`config.mk`:
```
export PLATFORM = sky130hd
export DESIGN_NAME = csa_operand_loader
export DESIGN_NICKNAME = d
export VERILOG_FILES = /design/src/rtl/csa_pkg.sv /design/src/rtl/csa_operand_loader.sv
export SDC_FILE = /design/constraint.sdc
export NUM_CORES = 1
export LEC_CHECK = 0
export ABC_AREA = 1
export BUFFER_PORTS_ARGS = -buffer_cell sky130_fd_sc_hd__buf_2
export CAP_MARGIN = 20
export CORE_MARGIN = 2
export CORE_UTILIZATION = 50
export DETAILED_ROUTE_END_ITERATION = 6
export MAX_ROUTING_LAYER = met4
export PLACE_DENSITY_LB_ADDON = 0.05
export SYNTH_ARGS = -nofsm -noshare
export SYNTH_HDL_FRONTEND = slang
export SYNTH_SLANG_ARGS = --single-unit
```
`constraint.sdc`:
```
create_clock -name clk -period 3.01 [get_ports clk]
set_clock_uncertainty 0.2 [all_clocks]
set_input_delay 0.1505 -clock clk [delete_from_list [all_inputs] [get_ports clk]]
set_output_delay 0.1505 -clock clk [all_outputs]
set_load 0.02 [all_outputs]
```
`src/rtl/csa_pkg.sv`:
```
// Shared types and sizing helpers for the carry-save adder operand loader.
package csa_pkg;

    typedef enum logic {
        FILL = 1'b0,
        HOLD = 1'b1
    } state_e;

    localparam int NUM_OPS = 4;
    localparam int CNT_W   = $clog2(NUM_OPS);

    // Four W-bit operands sum to at most 4*(2^W-1), which always fits in W+2 bits.
    function automatic int ref_width(input int w);
        return w + 2;
    endfunction

endpackage

```
`src/rtl/csa_operand_loader.sv`:
```
// Packs four operand beats into one (a,b,c,d) group with a running golden sum.
// Optional macro CSA_LOADER_FLUSH_EN adds a flush input that presents a partial group.
module csa_operand_loader
    import csa_pkg::*;
#(
    parameter int W = 4
)
(
    input  logic                    clk,
    input  logic                    rst_n,
    input  logic                    in_valid,
    output logic                    in_ready,
    input  logic [W-1:0]            in_data,
    output logic                    out_valid,
    input  logic                    out_ready,
    output logic [W-1:0]            out_a,
    output logic [W-1:0]            out_b,
    output logic [W-1:0]            out_c,
    output logic [W-1:0]            out_d,
    output logic [ref_width(W)-1:0] out_ref
`ifdef CSA_LOADER_FLUSH_EN
    ,
    input  logic                    flush
`endif
);

    localparam int RW = ref_width(W);

    state_e           state_q, state_d;
    logic [CNT_W-1:0] cnt_q, cnt_d;
    logic [W-1:0]     slot_q [NUM_OPS];
    logic [W-1:0]     slot_d [NUM_OPS];
    logic [RW-1:0]    ref_q, ref_d;
    logic             in_ready_q;
    logic             out_valid_q;
    logic             accept;
    logic             flush_req;

    assign accept = in_valid && in_ready_q;

`ifdef CSA_LOADER_FLUSH_EN
    // A flush only makes sense if at least one slot ends up filled this cycle.
    assign flush_req = flush && (state_q == FILL) && ((cnt_q != '0) || accept);
`else
    assign flush_req = 1'b0;
`endif

    always_comb begin
        state_d = state_q;
        cnt_d   = cnt_q;
        ref_d   = ref_q;
        for (int i = 0; i < NUM_OPS; i++) begin
            slot_d[i] = slot_q[i];
        end

        if (state_q == FILL) begin
            if (accept) begin
                slot_d[cnt_q] = in_data;
                cnt_d         = cnt_q + CNT_W'(1);
                ref_d         = ref_q + RW'(in_data);
                if (cnt_q == CNT_W'(NUM_OPS - 1)) begin
                    state_d = HOLD;
                end
            end
            if (flush_req) begin
                state_d = HOLD;
            end
        end else begin
            if (out_valid_q && out_ready) begin
                state_d = FILL;
                cnt_d   = '0;
                ref_d   = '0;
                for (int i = 0; i < NUM_OPS; i++) begin
                    slot_d[i] = '0;
                end
            end
        end
    end

    always_ff @(posedge clk) begin
        if (!rst_n) begin
            state_q     <= FILL;
            cnt_q       <= '0;
            ref_q       <= '0;
            in_ready_q  <= 1'b0;
            out_valid_q <= 1'b0;
            for (int i = 0; i < NUM_OPS; i++) begin
                slot_q[i] <= '0;
            end
        end else begin
            state_q     <= state_d;
            cnt_q       <= cnt_d;
            ref_q       <= ref_d;
            // Handshake flags are registered copies of the next state, so they
            // switch on the same edge as the state itself.
            in_ready_q  <= (state_d == FILL);
            out_valid_q <= (state_d == HOLD);
            for (int i = 0; i < NUM_OPS; i++) begin
                slot_q[i] <= slot_d[i];
            end
        end
    end

    assign in_ready  = in_ready_q;
    assign out_valid = out_valid_q;
    assign out_a     = slot_q[0];
    assign out_b     = slot_q[1];
    assign out_c     = slot_q[2];
    assign out_d     = slot_q[3];
    assign out_ref   = ref_q;

endmodule

```
* Word-level counts from Yosys, hierarchy flattened
Memory sizes are Yosys's and may differ from the RTL's. Cells that the tools add are included.
Word-level totals: flip-flop bits (word level) 10, memory bits (writable) 16, input port bits 8, output and inout bits 24, logic and storage cells 44, memories kept 1
Cells by class: add/sub/neg operators 2, magnitude comparators 2, eq/ne operators 2, muxes and demuxes 22, bitwise operators 6, reduce and logical (&&, ||, !) cells 5
Memories:
- slot_q | words 4, bits a word 4, rd ports 4, clocked after Yosys merged registers in 0, write ports 4, line csa_operand_loader.sv:31 | logic [W-1:0] slot_q [NUM_OPS];
Operators by type and width (count):
- $mux 16 | 3
- $mux 4 | 5
- $mux 6 | 3
- $bwmux 16 | 1
- $demux 4 s2 | 1
- $add 6x4->6 | 1
- $mux 1 | 6
- $mux 2 | 3
- $or 1x1->1 | 4
- $ge 3x3->1 const B | 1
- $logic_and 1x1->1 | 3
- $lt 3x1->1 const B | 1
- $not 2->3 | 1
- $add 2x1->2 const B | 1
- $eq 2x2->1 const B | 1
- $ne 2x1->1 const B | 1
- $reduce_and 2->1 | 1
- $reduce_bool 2->1 | 1
- $not 1->1 | 1

* Logic depth before layout (Yosys ltp)
depth in word-level cells 9, mapped depth 9, depth with buffers taken out 8

* Worst setup path after synthesis
OpenSTA, ideal clock, no wires.
path kind flip-flop to flip-flop, start reg ref_q[0] (netlist: out_ref[0]), end reg ref_q[4] (netlist: out_ref[4]), library setup time 113 ps, data arrival time 1377 ps, required time 2697 ps, slack 1321 ps, cell stages (with the launch flop) 9, buffers on the path 0, period minus slack after synthesis 1689 ps, path through dfxtp_1 -> ha_1 -> fa_1 -> nand2_1 -> a21oi_1 -> o21ai_1 -> nand2_1 -> nand2_1 -> nor2_1
Between the ends: cells in the longest elaborated chain, start to end 3
Ends and longest elaborated chain:
- start, declared | line csa_operand_loader.sv:33 | logic [RW-1:0] ref_q, ref_d;
- start signal, assigned | line csa_operand_loader.sv:93 | ref_q <= ref_d;
- $add 6x4->6 | line csa_operand_loader.sv:60 | ref_d = ref_q + RW'(in_data);
- $mux 6 | line csa_operand_loader.sv:57 | if (accept) begin
- $mux 6 | line csa_operand_loader.sv:56 | if (state_q == FILL) begin
No other way between the ends. The select of a mux whose other input is x is not followed. A chain may end at the register's enable or synchronous reset.

* Worst setup path after layout
start in in_data[0], end reg ref_q[4] (netlist: out_ref[4])
Between the ends: cells in the longest elaborated chain, start to end 3
Ends and longest elaborated chain:
- start, declared | line csa_operand_loader.sv:13 | input logic [W-1:0] in_data,
- $add 6x4->6 | line csa_operand_loader.sv:60
- $mux 6 | line csa_operand_loader.sv:57
- $mux 6 | line csa_operand_loader.sv:56
No other way between the ends. The select of a mux whose other input is x is not followed.

==> summary.txt <==
Status
  • Status: finished clean

Cells and area
  • Final Cell Area: 1535 um2
  • Area Growth Syn to Fin: 21.36%
  • Share of post-route cells with drive strength above 1: 0.2589
  • Nets@finish: 215
  • Most common cell after layout, fill and taps aside: buf_2
  • Finished Layout Cells: 227
  • Antenna Diode Count: 0
  • Fillers: 225
  • Most frequent cells in the layout: buf_2, nand2_1, dfxtp_1

Drt
  • Antenna Nets Post-Route: 0
  • Via density: 4.943
  • WL/cell: 12.03 um
  • DRT Wirelength: 2731 um
  • Starting DRT DRC Count: 23
  • Drc violations: 0
  • Number of detailed-route iterations in the first pass: 4
  • Via count: 1122

CTS
  • CTS Buf Count: 3
  • Sink Count: 26
  • Resized cells post-CTS: 0
  • Clk_lat worst skew: 0.32 ns
  • Root buffer cell: clkbuf_4
  • Hold_buf cts: 6
  • Postcts setup bufs: 0
  • Max clock buf depth: 2
  • Reg clk slew, reported paths: 0.13 ns
  • H-tree depth: 1
  • CTS tree: yes

Synthesis
  • Post-synth cell types: 24
  • Syn Std Cell Area: 1265 um2
  • Yosys reg bits: 26
  • Synth warn: 0
  • Sequential fraction of the synthesis area: 0.4115
  • Top post-synthesis cells by area: dfxtp_1, a21oi_1, nand2_1
  • Top cell type's share of synthesized area: 0.4115
  • Mapped Cells: 159
  • Syn avg cell area: 7.956 um2
  • Post-Syn Nets: 176
  • Post-synth top area cell: dfxtp_1

GRT
  • Largest net degree at the start of global routing: 16
  • Total grt overflow: 0
  • Initial antenna violation count: 0
  • Global routing usage on met1: 0.2655
  • M3 GR Usage: 0.05738
  • Met2 Use GR: 0.3414
  • GRT Util Overall: 0.2148
  • Gr busiest metal: met2
  • Vias in the first global route: 1018
  • Global-route wire length before repair: 4464 um

Setup path
  • Largest fanout on the critical path: 4
  • Crit Path Class: in -> reg
  • Worst reg-to-reg setup slack: 1.24 ns
  • Crit end category: flip-flop
  • R2r startpoint: out_valid
  • Startpoint Class: primary input
  • R2R cell count: 7
  • Reg-to-Reg End: slot_q[0][2]
  • CP arrival: 1.95 ns
  • CP required: 3.05 ns

Power and ir drop
  • Sw frac: 0.2656
  • Combinational share of power: 0.156
  • Flop pwr share: 0.573
  • NetSw: 0.1688 mW
  • Clock share of power: 0.271
  • Internal power: 0.4665 mW
  • Max VDD drop: 0.4182 mV
  • Power per Cell Area: 413.8 nW/um2
  • Leak: 0.7512 nW

Worst hold path
  • Hold_sp: in_valid
  • Cells on Worst Hold Path: 5
  • Worst Hold End: slot_q[1][2]
  • Path type of the worst min-delay path: in -> reg

Die
  • Die area: 2948 um2
  • Starting Density: 0.5201
  • Core ar.: 2432 um2
  • Die X: 54.30 um
  • Ports: 32
  • Die Y: 54.30 um
  • FP Rows: 18

STA
  • Setup TNS: 0 ns
  • Slew @ Worst Pin: 0.7149 ns
  • RSZ-0062 raised after global routing: no
  • Max-slew violation count: 0
  • Endpoints failing setup: 0
  • WHS: 0.1128 ns
  • Final period util: 0.6343
  • Fin. Hold Viols: 0
  • Final WS setup: 1.101 ns
  • Minimum clock period: 1.909 ns
  • Fmax: 523.8 MHz
  • Slew margin rel.: 0.5228

Place
  • Placed cells: 217
  • Area post-placement: 1439 um2
  • Post-Place Worst Slack: 1.259 ns
  • Gpl congestion: 0.7681
  • Dpl hpwl: 2007 um
  • Port Buffers: 31

Flow run
  • Max cap viols: 0
==> worst max-delay path by stage <==
stage	start	cells past startpoint	endpoint
floorplan	out_ref[0]	8	out_ref[4]
global placement	out_valid	7	slot_q[0][3]
detailed placement	out_valid	7	slot_q[0][1]
CTS	in_data[0]	10	out_ref[4]
global route	in_data[0]	10	out_ref[4]
finish	in_data[0]	10	out_ref[4]
==> synth_stat cells <==
cell     number
nand3_1       7
a21oi_2       2
nand2_1      30
inv_6         1
o21ai_0       9
inv_4         2
fa_1          1
nor2_1       20
buf_6         1
inv_1        12
or2_4         1
nand4_1       1
ha_1          8
dfxtp_1      26
nor3b_2       1
nand2_2       3
o21ai_2       2
o211a_1       1
inv_2         1
nor2_8        2
buf_1         2
a21oi_1      23
o21ai_1       2
nand2_4       1
==> power by group through the flow <==
stage	Sequential [mW]	Combinational [mW]	Clock (mW)
finish	0.364	0.0990	0.172
floorplan	0.383	0.0503	0
CTS	0.364	0.0989	0.178
global route	0.366	0.110	0.192
detailed placement	0.372	0.0924	0
global placement	0.371	0.0919	0
==> per-stage QoR <==
step,utilization,power (mW)
final,0.6312,0.6352
after global routing,0.6312,0.6673
after CTS,0.6312,0.6411
after detailed placement,0.5916,0.4640
after global placement,0.5916,0.4628
after floorplan,-,0.4335
==> metal layers <==
metal  vias up  share of wire
li1        593              -
met1       501           0.49
met2        26           0.47
met3         2          0.044
met4         0         0.0037
met5         -              0
==> flip-flops by register name (all words and copies together), names as in the netlist <==
register,flops
cnt_q,2
in_ready,1
out_ref,6
out_valid,1
slot_q,16
==> worst max-delay path, cell delays in order <==
cell and delay [ns]:
dlygate4sd3_1 0.54, buf_2 0.16, ha_1 0.22, fa_1 0.40, nand2_1 0.10, a21oi_1 0.06
o21ai_1 0.15, nand2_1 0.07, nand2_1 0.05, nor2_1 0.04
==> cells by family (layout without fill, tap and decap cells) <==
logic type	after synthesis	after routing	synth area share
compound gates	39	39	0.1701
fa+ha+maj	9	9	0.09496
buf+inv	19	57	0.07022
simple gates	66	66	0.2532
flops	26	26	0.4115
==> area by class of cell <==
type	count	area [um2]	share of cell area
flip-flops and latches	26	520.5	0.3390
repair buffers	37	215.2	0.1402
clock buffers	4	36.28	0.02363
inverters	16	70.07	0.04564
well taps	30	37.54	0.02445
multi-input cells	114	655.6	0.4271
No activity file was read; power rests on OpenSTA's default activity.
